**src/rtl/bus_port_fifo.sv**
```systemverilog
// Device-side bus port: a TX FIFO toward the bus and a destination-filtered
// RX FIFO toward the device, both first-word fall-through.
module bus_port_fifo_q #(
  parameter int width = 16,
  parameter int depth = 8
) (
  input  logic                         clk,
  input  logic                         reset,
  input  logic                         wr,
  input  logic [width-1:0]             wr_data,
  input  logic                         rd,
  output logic [width-1:0]             head,
  output logic [$clog2(depth+1)-1:0]   count,
  output logic                         empty,
  output logic                         full
);

  localparam int ptr_w = $clog2(depth);
  localparam int cnt_w = $clog2(depth+1);

  logic [width-1:0] mem [depth];
  logic [ptr_w-1:0] wr_ptr;
  logic [ptr_w-1:0] rd_ptr;

  always_ff @(posedge clk or posedge reset) begin
    if (reset) begin
      wr_ptr <= '0;
      rd_ptr <= '0;
      count  <= '0;
    end else begin
      if (wr) wr_ptr <= wr_ptr + ptr_w'(1);
      if (rd) rd_ptr <= rd_ptr + ptr_w'(1);
      case ({wr, rd})
        2'b10:   count <= count + cnt_w'(1);
        2'b01:   count <= count - cnt_w'(1);
        default: count <= count;
      endcase
    end
  end

  // Storage needs no reset: the head is gated to zero while empty.
  always_ff @(posedge clk) begin
    if (wr) mem[wr_ptr] <= wr_data;
  end

  assign empty = (count == '0);
  assign full  = (count == cnt_w'(depth));
  assign head  = empty ? '0 : mem[rd_ptr];

endmodule

module bus_port_fifo #(
  parameter int         pckg_sz = 16,
  parameter int         depth   = 8,
  parameter logic [7:0] id      = 8'h00,
  parameter logic [7:0] bcast   = 8'hFF
) (
  input  logic                         clk,
  input  logic                         reset,
  input  logic                         dev_wr_en,
  input  logic [pckg_sz-1:0]           dev_wr_data,
  output logic                         tx_full,
  output logic [$clog2(depth+1)-1:0]   tx_count,
  output logic                         pndng,
  output logic [pckg_sz-1:0]           D_pop,
  input  logic                         pop,
  input  logic                         push,
  input  logic [pckg_sz-1:0]           D_push,
  input  logic                         dev_rd_en,
  output logic [pckg_sz-1:0]           dev_rd_data,
  output logic                         rx_empty,
  output logic [$clog2(depth+1)-1:0]   rx_count,
  output logic [7:0]                   ovf_cnt,
  output logic [7:0]                   misroute_cnt,
  output logic                         pop_err
);

  logic       tx_empty;
  logic       tx_pop;
  logic       tx_wr;
  logic       tx_ovf;
  logic       rx_full;
  logic       rx_rd;
  logic       rx_wr;
  logic       rx_ovf;
  logic [7:0] dest;
  logic       dest_ok;
  logic       misroute;
  logic [8:0] ovf_sum;
  logic [7:0] ovf_next;

  // A pop in the same cycle frees a slot, so a full FIFO still accepts.
  assign tx_pop = pop & ~tx_empty;
  assign tx_wr  = dev_wr_en & (~tx_full | tx_pop);
  assign tx_ovf = dev_wr_en & ~tx_wr;

  assign dest     = D_push[pckg_sz-1 -: 8];
  assign dest_ok  = (dest == id) || (dest == bcast);
  assign misroute = push & ~dest_ok;
  assign rx_rd    = dev_rd_en & ~rx_empty;
  assign rx_wr    = push & dest_ok & (~rx_full | rx_rd);
  assign rx_ovf   = push & dest_ok & ~rx_wr;

  assign ovf_sum  = {1'b0, ovf_cnt} + 9'(tx_ovf) + 9'(rx_ovf);
  assign ovf_next = ovf_sum[8] ? 8'hFF : ovf_sum[7:0];

  bus_port_fifo_q #(
    .width (pckg_sz),
    .depth (depth)
  ) u_tx (
    .clk     (clk),
    .reset   (reset),
    .wr      (tx_wr),
    .wr_data (dev_wr_data),
    .rd      (tx_pop),
    .head    (D_pop),
    .count   (tx_count),
    .empty   (tx_empty),
    .full    (tx_full)
  );

  bus_port_fifo_q #(
    .width (pckg_sz),
    .depth (depth)
  ) u_rx (
    .clk     (clk),
    .reset   (reset),
    .wr      (rx_wr),
    .wr_data (D_push),
    .rd      (rx_rd),
    .head    (dev_rd_data),
    .count   (rx_count),
    .empty   (rx_empty),
    .full    (rx_full)
  );

  assign pndng = ~tx_empty;

  always_ff @(posedge clk or posedge reset) begin
    if (reset) begin
      ovf_cnt      <= '0;
      misroute_cnt <= '0;
      pop_err      <= 1'b0;
    end else begin
      ovf_cnt <= ovf_next;
      if (misroute && misroute_cnt != 8'hFF)
        misroute_cnt <= misroute_cnt + 8'd1;
      if (pop && tx_empty)
        pop_err <= 1'b1;
    end
  end

endmodule

```
**config.mk**
```make
export PLATFORM = sky130hd
export DESIGN_NAME = bus_port_fifo
export DESIGN_NICKNAME = d
export VERILOG_FILES = /design/src/rtl/bus_port_fifo.sv
export SDC_FILE = /design/constraint.sdc
export NUM_CORES = 1
export LEC_CHECK = 0
export ABC_AREA = 0
export CAP_MARGIN = 10
export CORE_MARGIN = 2
export CORE_UTILIZATION = 55
export DETAILED_ROUTE_END_ITERATION = 12
export PLACE_DENSITY = 0.82
export SETUP_SLACK_MARGIN = 0.15
export SYNTH_ARGS = -nofsm -noshare
export SYNTH_HDL_FRONTEND = slang
export SYNTH_SLANG_ARGS = --single-unit
```
**constraint.sdc**
```tcl
create_clock -name clk -period 9.8 [get_ports clk]
set_clock_uncertainty 0.1 [all_clocks]
set_input_delay 0.98 -clock clk [delete_from_list [all_inputs] [get_ports clk]]
set_output_delay 0.98 -clock clk [all_outputs]
set_load 0.005 [all_outputs]
```
==> results of run 1 <==
==> final cells by class <==
cell class | instances | area, um2 | share of cell area
sequential | 293 | 8620 | 0.613
multi-input combinational | 276 | 3110 | 0.221
timing repair buffer | 109 | 1070 | 0.0764
clock buffer | 49 | 871 | 0.0619
tap | 275 | 344 | 0.0245
inverter | 8 | 30.0 | 0.00214
clock inverter | 3 | 17.5 | 0.00125
==> logic make-up (layout without fill, tap and decap cells) <==
| group | Yosys count | after routing |
|---|---|---|
| multiplexers | 103 | 103 |
| AND/OR/NAND/NOR | 121 | 121 |
| AO/OA/AOI/OAI | 10 | 10 |
| adder cells (fa/ha/maj) | 14 | 14 |
| flip-flops | 293 | 293 |
| XOR/XNOR | 28 | 28 |
| buffers and inverters | 32 | 169 |
==> worst reg2reg max path, delay by kind of cell (launching register included) <==
kind                     cells  cell delay [ns]
AO/OA/AOI/OAI                1             0.20
XOR/XNOR                     3             0.53
adder cells (fa/ha/maj)      2             0.57
flip-flops                   1             0.51
AND/OR/NAND/NOR              3             1.36
==> metrics by stage <==
step	util	setup WS [ns]	hold slack [ns]	total power, mW
after floorplan	-	5.77	0.351	2.36
after global placement	0.626	5.70	0.340	2.85
after detailed placement	0.626	5.60	0.367	2.90
after CTS	0.668	5.55	0.381	3.93
after global routing	0.669	5.46	0.425	4.08
final	0.669	5.67	0.377	3.89
==> power groups by stage <==
stage                     Sequential [mW]  Combinational [mW]  Clock [mW]
after global routing                 1.72                1.27        1.08
after floorplan                      1.60               0.757           0
after detailed placement             1.76                1.15           0
after global placement               1.74                1.11           0
after CTS                            1.73                1.16        1.04
final                                1.70                1.18        1.02
==> per-layer routing <==
layer	track usage	vias to the layer above	routed length (um)
met5	0	-	0
met4	0.0547	0	447
met3	0.0324	34	1230
met2	0.348	202	11600
met1	0.273	3072	9010
li1	-	2610	-
==> state kept, by name, indices dropped and copies added (netlist names) <==
signal,cells
u_tx.mem,128
u_tx.count,4
misroute_cnt,8
pop_err,1
ovf_cnt,8
u_tx.wr_ptr,3
u_rx.wr_ptr,3
u_rx.count,4
u_tx.rd_ptr,3
u_rx.rd_ptr,3
u_rx.mem,128
==> worst min-delay path by stage <==
stage	slack, ns	endpoint	start	cells after the start
6_report	0.38	pop_err$_DFFE_PP0P_	pop_err$_DFFE_PP0P_	1
5_1_grt	0.42	pop_err$_DFFE_PP0P_	pop_err$_DFFE_PP0P_	1
4_1_cts	0.38	pop_err$_DFFE_PP0P_	pop_err$_DFFE_PP0P_	1
3_5_place_dp	0.37	pop_err$_DFFE_PP0P_	pop_err$_DFFE_PP0P_	1
3_3_place_gp	0.34	pop_err$_DFFE_PP0P_	pop_err$_DFFE_PP0P_	1
2_1_floorplan	0.35	pop_err$_DFFE_PP0P_	pop_err$_DFFE_PP0P_	1
==> cells in the final DEF, fill, tap and decap left out, types with 3 or more instances in the layout <==
cell	synthesis	routed
inv_1	5	5
nand4_1	3	3
mux4_2	64	64
xnor2_1	17	17
edfxtp_1	256	256
nor2_1	43	40
xor2_1	11	11
clkbuf_1	10	13
nor2_2	1	4
dfrtp_1	37	35
nand3_1	5	5
mux2_1	3	3
nor3_4	0	4
nand2b_1	5	5
inv_2	3	3
clkdlybuf4s50_1	0	97
and3_1	6	6
ha_1	12	12
clkbuf_16	0	29
a21oi_1	4	4
nor3_1	9	3
nor2b_1	4	4
clkbuf_8	0	7
nor3_2	1	3
nand2_1	22	22
mux2i_1	33	33
and2_1	3	3
buf_4	0	11
==> summary.txt, run 1 <==
element type at the critical path start: register
Synth cell types: 45
Max Cap Violations: 0
outcome: finished, final reports clean
Placed Area: 13200 um2
final setup violation count: 0
largest net degree at the start of global routing: 38
leading area contributor after synthesis: edfxtp_1
RD Place Congestion: 0.772
Sequential Power Share: 0.436
post-synthesis cell area: 11800 um2
Core Area: 21000 um2
crit share post-route: 0.421
placed cells: 960
# diodes: 0
CTS Buf Count: 28
vias per inst: 5.84
GRT Total Usage: 0.203
static leakage: 4.83 nW
R2R Path End: u_rx.count[2]$_DFFE_PP0P_
most frequent cell after synthesis: edfxtp_1
Seq cells post-synth: 293
CTS tree: done
critical path peak fanout: 34
CTS Sinks: 293
worst slew pin tran: 1.16 ns
RR Startpoint: u_rx.count[1]$_DFFE_PP0P_
Reg2Reg Setup Slack: 6.41 ns
initial antenna violation count: 0
P&R area growth vs syn: 19.5%
antenna viol nets, final: 0
setup TNS: 0 ns
Layout fillers: 1303
Synth Area in Adders: 0.0162
PwrDens: 277 nW/um2
gate count after technology mapping: 601
vias post-DR: 5918
peak supply drop: 0.000216 V
Synth Flop Type: edfxtp_1
Cell Int Power: 2.80 mW
max-slew violations: 0
share of cells above drive strength 1: 0.199
Max Fclk: 0.242 GHz
CP arrival: 3.05 ns
detailed-route wire length: 22300 um
H-tree levels: 1
Post-CTS Setup Repair Bufs: 0
Worst path max stage delay: 1.11 ns
Post-synth top cells: 256 x edfxtp_1, 64 x mux4_2, 43 x nor2_1
Max-slew headroom: 0.220
clock latency on the worst-skew pair: 0.53 ns
Congestion Overflow GR: 0
clk slew on worst S/H paths: 0.06 ns
worst setup path start: u_tx.rd_ptr[0]$_DFFE_PP0P_
proportion of synthesized area in mux cells: 0.157
die width: 150 um
Finished Layout Cells: 1013
CP Depth: 4
post-CTS sizing: 0
Port-buffer cells: 97
Ports: 98
design area: 14100 um2
Seq/Total Area, Yosys: 0.732
syn nets: 653
cell row count: 53
Simple-Gate Fraction of Synth Area: 0.0574
TritonRoute pass-1 iters: 6
Crit path max-delay family: flip-flops
number of buffers inserted by hold repair at cts: 0
combinational power share: 0.302
Starting DRT DRC Count: 505
Final Hold Viols: 0
CP Capture Type: output pin
clock network fraction of total power: 0.262
Switch Pwr: 1.09 mW
Initial Util: 0.560
post-DP HPWL: 13700 um
asr flop ratio synth: 0.126
Synth Area in Compound Gates: 0.00585
Worst R2R Path Depth: 9
first-pass GRT wire length: 34500 um
CTS max path bufs: 3
largest cells by area after synthesis: edfxtp_1 65%, mux4_2 12%, dfrtp_1 7.9%
hold crit path type: register to register
critical path type: register to output pin
RSZ-0062 raised after global routing: no
fin nets: 768
Die ar.: 22600 um2
Critical path destination: D_pop[5]
Die H: 150 um
largest family of logic cells by synthesized area: multiplexers
share of Yosys cell area claimed by the top area cell type: 0.653
yosys warns: 0
Post-synth EDFFs: 256
CTS root buffer: clkbuf_16
WP buf/inv: 1
worst-path cell chain: mux4_2 -> mux2i_1 -> nor2_1 -> clkdlybuf4s50_1
final critical-path required period: 4.13 ns
post-synthesis xor/xnor area fraction: 0.0208
Syn Area/Cell: 19.6 um2
wire per inst: 22.0 um
vias in the first global route: 6095
slowest CP cell: dfrtp_2
critical path required time: 8.72 ns
DRC viols: 0
switching part of the total: 0.280
(Power assumes the default switching activity.)
==> run 2: changes to the inputs <==
--- a/config.mk
+++ b/config.mk
@@ -8,7 +8,7 @@
 export ABC_AREA = 0
 export CAP_MARGIN = 10
 export CORE_MARGIN = 2
-export CORE_UTILIZATION = 55
+export CORE_UTILIZATION = 52
 export DETAILED_ROUTE_END_ITERATION = 12
 export PLACE_DENSITY = 0.82
 export SETUP_SLACK_MARGIN = 0.15
==> constraint.sdc (replaced) <==
create_clock -name clk -period 3.5 [get_ports clk]
set_clock_uncertainty 0.1 [all_clocks]
set_input_delay 0.35 -clock clk [delete_from_list [all_inputs] [get_ports clk]]
set_output_delay 0.35 -clock clk [all_outputs]
set_load 0.005 [all_outputs]
==> run 2 against run 1 <==
  * Combinational power grew to 2.9 times the previous value
  * Utilization is 3.5 points lower
  * Critical path depth is 1 higher
  * Cell count up 3.3%
  * Highest routed layer unchanged
  * Register-to-register slack worse by 5.7 ns
==> summary.txt, run 2 (same netlist as run 1, synthesis figures left out) <==
# diodes: 0 (unchanged)
critical path type: register to output pin
Starting DRT DRC Count: 491 (-2.8%)
peak supply drop: 0.000673 V (+210%)
CTS max path bufs: 3 (unchanged)
GRT Total Usage: 0.192 (-0.0108)
Final Hold Viols: 0 (unchanged)
R2R Path End: u_tx.count[3]$_DFFE_PP0P_
RD Place Congestion: 0.823 (+6.6%)
detailed-route wire length: 22800 um (+2.1%)
CP arrival: 2.69 ns (-0.36 ns)
final critical-path required period: 3.14 ns
critical path peak fanout: 18 (-47%)
fin nets: 790 (+2.9%)
CP Capture Type: output pin
Ports: 98 (unchanged)
Initial Util: 0.525 (-0.0353)
commonest non-fill, non-tap cell in the layout: edfxtp_1
setup TNS: 0 ns (unchanged)
crit share post-route: 0.897
die width: 154 um (+2.8%)
Max Fclk: 0.318 GHz
clk slew on worst S/H paths: 0.06 ns (about the same)
Core Area: 22400 um2 (+6.7%)
worst-path cell chain: buf_12 -> mux4_2 -> mux2i_1 -> nor2_1 -> clkdlybuf4s50_1
initial antenna violation count: 0 (unchanged)
Die H: 154 um (+2.8%)
vias post-DR: 5983 (+1.1%)
clock latency on the worst-skew pair: 0.54 ns (about the same)
CTS tree: done
Layout fillers: 1506 (+16%)
static leakage: 4.94 nW (+2.3%)
CTS Buf Count: 29 (+3.6%)
Placed Area: 13300 um2 (+1.3%)
slowest CP cell: dfrtp_4
Congestion Overflow GR: 0 (unchanged)
vias in the first global route: 6281 (+3.1%)
worst slew pin tran: 0.897 ns (-0.267 ns)
first-pass GRT wire length: 35100 um (+1.6%)
cell row count: 55 (+3.8%)
DRC viols: 0 (unchanged)
final setup violation count: 0 (unchanged)
Worst R2R Path Depth: 11 (+2)
Critical path destination: dev_rd_data[12]
max-slew violations: 0 (unchanged)
Port-buffer cells: 97 (unchanged)
Die ar.: 23900 um2 (+5.6%)
P&R area growth vs syn: 20.9%
share of cells above drive strength 1: 0.219 (+0.0203)
TritonRoute pass-1 iters: 4 (-2)
CTS Sinks: 293 (unchanged)
vias per inst: 5.72 (-2.1%)
critical path required time: 3.05 ns (-5.67 ns)
RSZ-0062 raised after global routing: no
largest net degree at the start of global routing: 38 (unchanged)
PwrDens: 775 nW/um2 (+180%)
number of buffers inserted by hold repair at cts: 0 (unchanged)
wire per inst: 21.8 um (-1.1%)
antenna viol nets, final: 0 (unchanged)
H-tree levels: 1 (unchanged)
Seq. cell area: 8620 um2 (about the same)
worst setup path start: u_rx.rd_ptr[0]$_DFFE_PP0P_
post-DP HPWL: 13700 um (+0.33%)
hold crit path type: input port to async pin
Worst path max stage delay: 0.64 ns (-0.47 ns)
Max-slew headroom: 0.402 (+0.181)
CTS root buffer: clkbuf_16
outcome: finished, final reports clean
Regs by FF count: u_rx.mem (128), u_tx.mem (128)
Reg2Reg Setup Slack: 0.74 ns (-5.67 ns)
Max Cap Violations: 0 (unchanged)
most frequent cells in the layout: 256 x edfxtp_1, 97 x clkdlybuf4s50_1, 64 x mux4_2
Hold Slack: 0.116 ns (-0.262 ns)
element type at the critical path start: register
RR Startpoint: u_tx.count[0]$_DFFE_PP0P_
multi-input logic area: 3070 um2 (-1.0%)
design area: 14200 um2 (+1.2%)
[run 2: changes by cell type in the layout (fill, tap and decap cells not counted), sizes merged]
cell,delta
buf,+21
clkbuf,-8
clkinv,+7
bufinv,+2
inv,+1
[run 2: power by group]
| part | switching, mW | internal (mW) |
|---|---|---|
| Combinational | 1.44 | 2.04 |
| Clock | 1.21 | 1.71 |
| Sequential | 0.431 | 4.20 |
| Total | 3.08 | 7.96 |
[run 2: how the worst min path moves through the flow]
stage                              from                           to
finish                            reset  misroute_cnt[0]$_DFFE_PP0P_
global route                      reset  misroute_cnt[1]$_DFFE_PP0P_
CTS                               reset  misroute_cnt[0]$_DFFE_PP0P_
detailed placement  pop_err$_DFFE_PP0P_          pop_err$_DFFE_PP0P_
global placement    pop_err$_DFFE_PP0P_          pop_err$_DFFE_PP0P_
floorplan                     D_push[0]     u_rx.mem[0][0]$_DFFE_PP_
[run 2: layout make-up]
cell class,instances,area share
tap,285,0.0251
clock buffer,41,0.0556
sequential,293,0.606
multi-input combinational,276,0.216
clock inverter,13,0.00791
timing repair buffer,130,0.0874
inverter,8,0.00211
[run 2: per-layer routing]
| layer | global-route usage | vias to the layer above | share of wire |
|---|---|---|---|
| li1 | - | 2651 | - |
| met1 | 0.232 | 3126 | 0.38 |
| met2 | 0.355 | 167 | 0.54 |
| met3 | 0.0353 | 39 | 0.047 |
| met4 | 0.0516 | 0 | 0.023 |
| met5 | 0 | - | 0 |
[run 2: stage by stage]
step	instances	power (mW)	setup WS, ns	util
2_1_floorplan	601	6.60	0.340	-
3_3_place_gp	992	8.07	0.306	0.594
3_5_place_dp	992	8.21	0.183	0.594
4_1_cts	1046	11.2	0.151	0.634
5_1_grt	1046	11.5	0.194	0.634
6_report	1046	11.0	0.360	0.634
[run 2: critical path: cells and delay by family, from the launching register on]
| family | cells | cell delay [ns] |
|---|---|---|
| buffers and inverters | 2 | 0.71 |
| flip-flops | 1 | 0.64 |
| multiplexers | 2 | 0.72 |
| AND/OR/NAND/NOR | 1 | 0.09 |
[run 2: timing repair]
item	CTS	global route
setup endpoints to repair	0	8
setup buffers	0	0
gates resized for setup	0	2
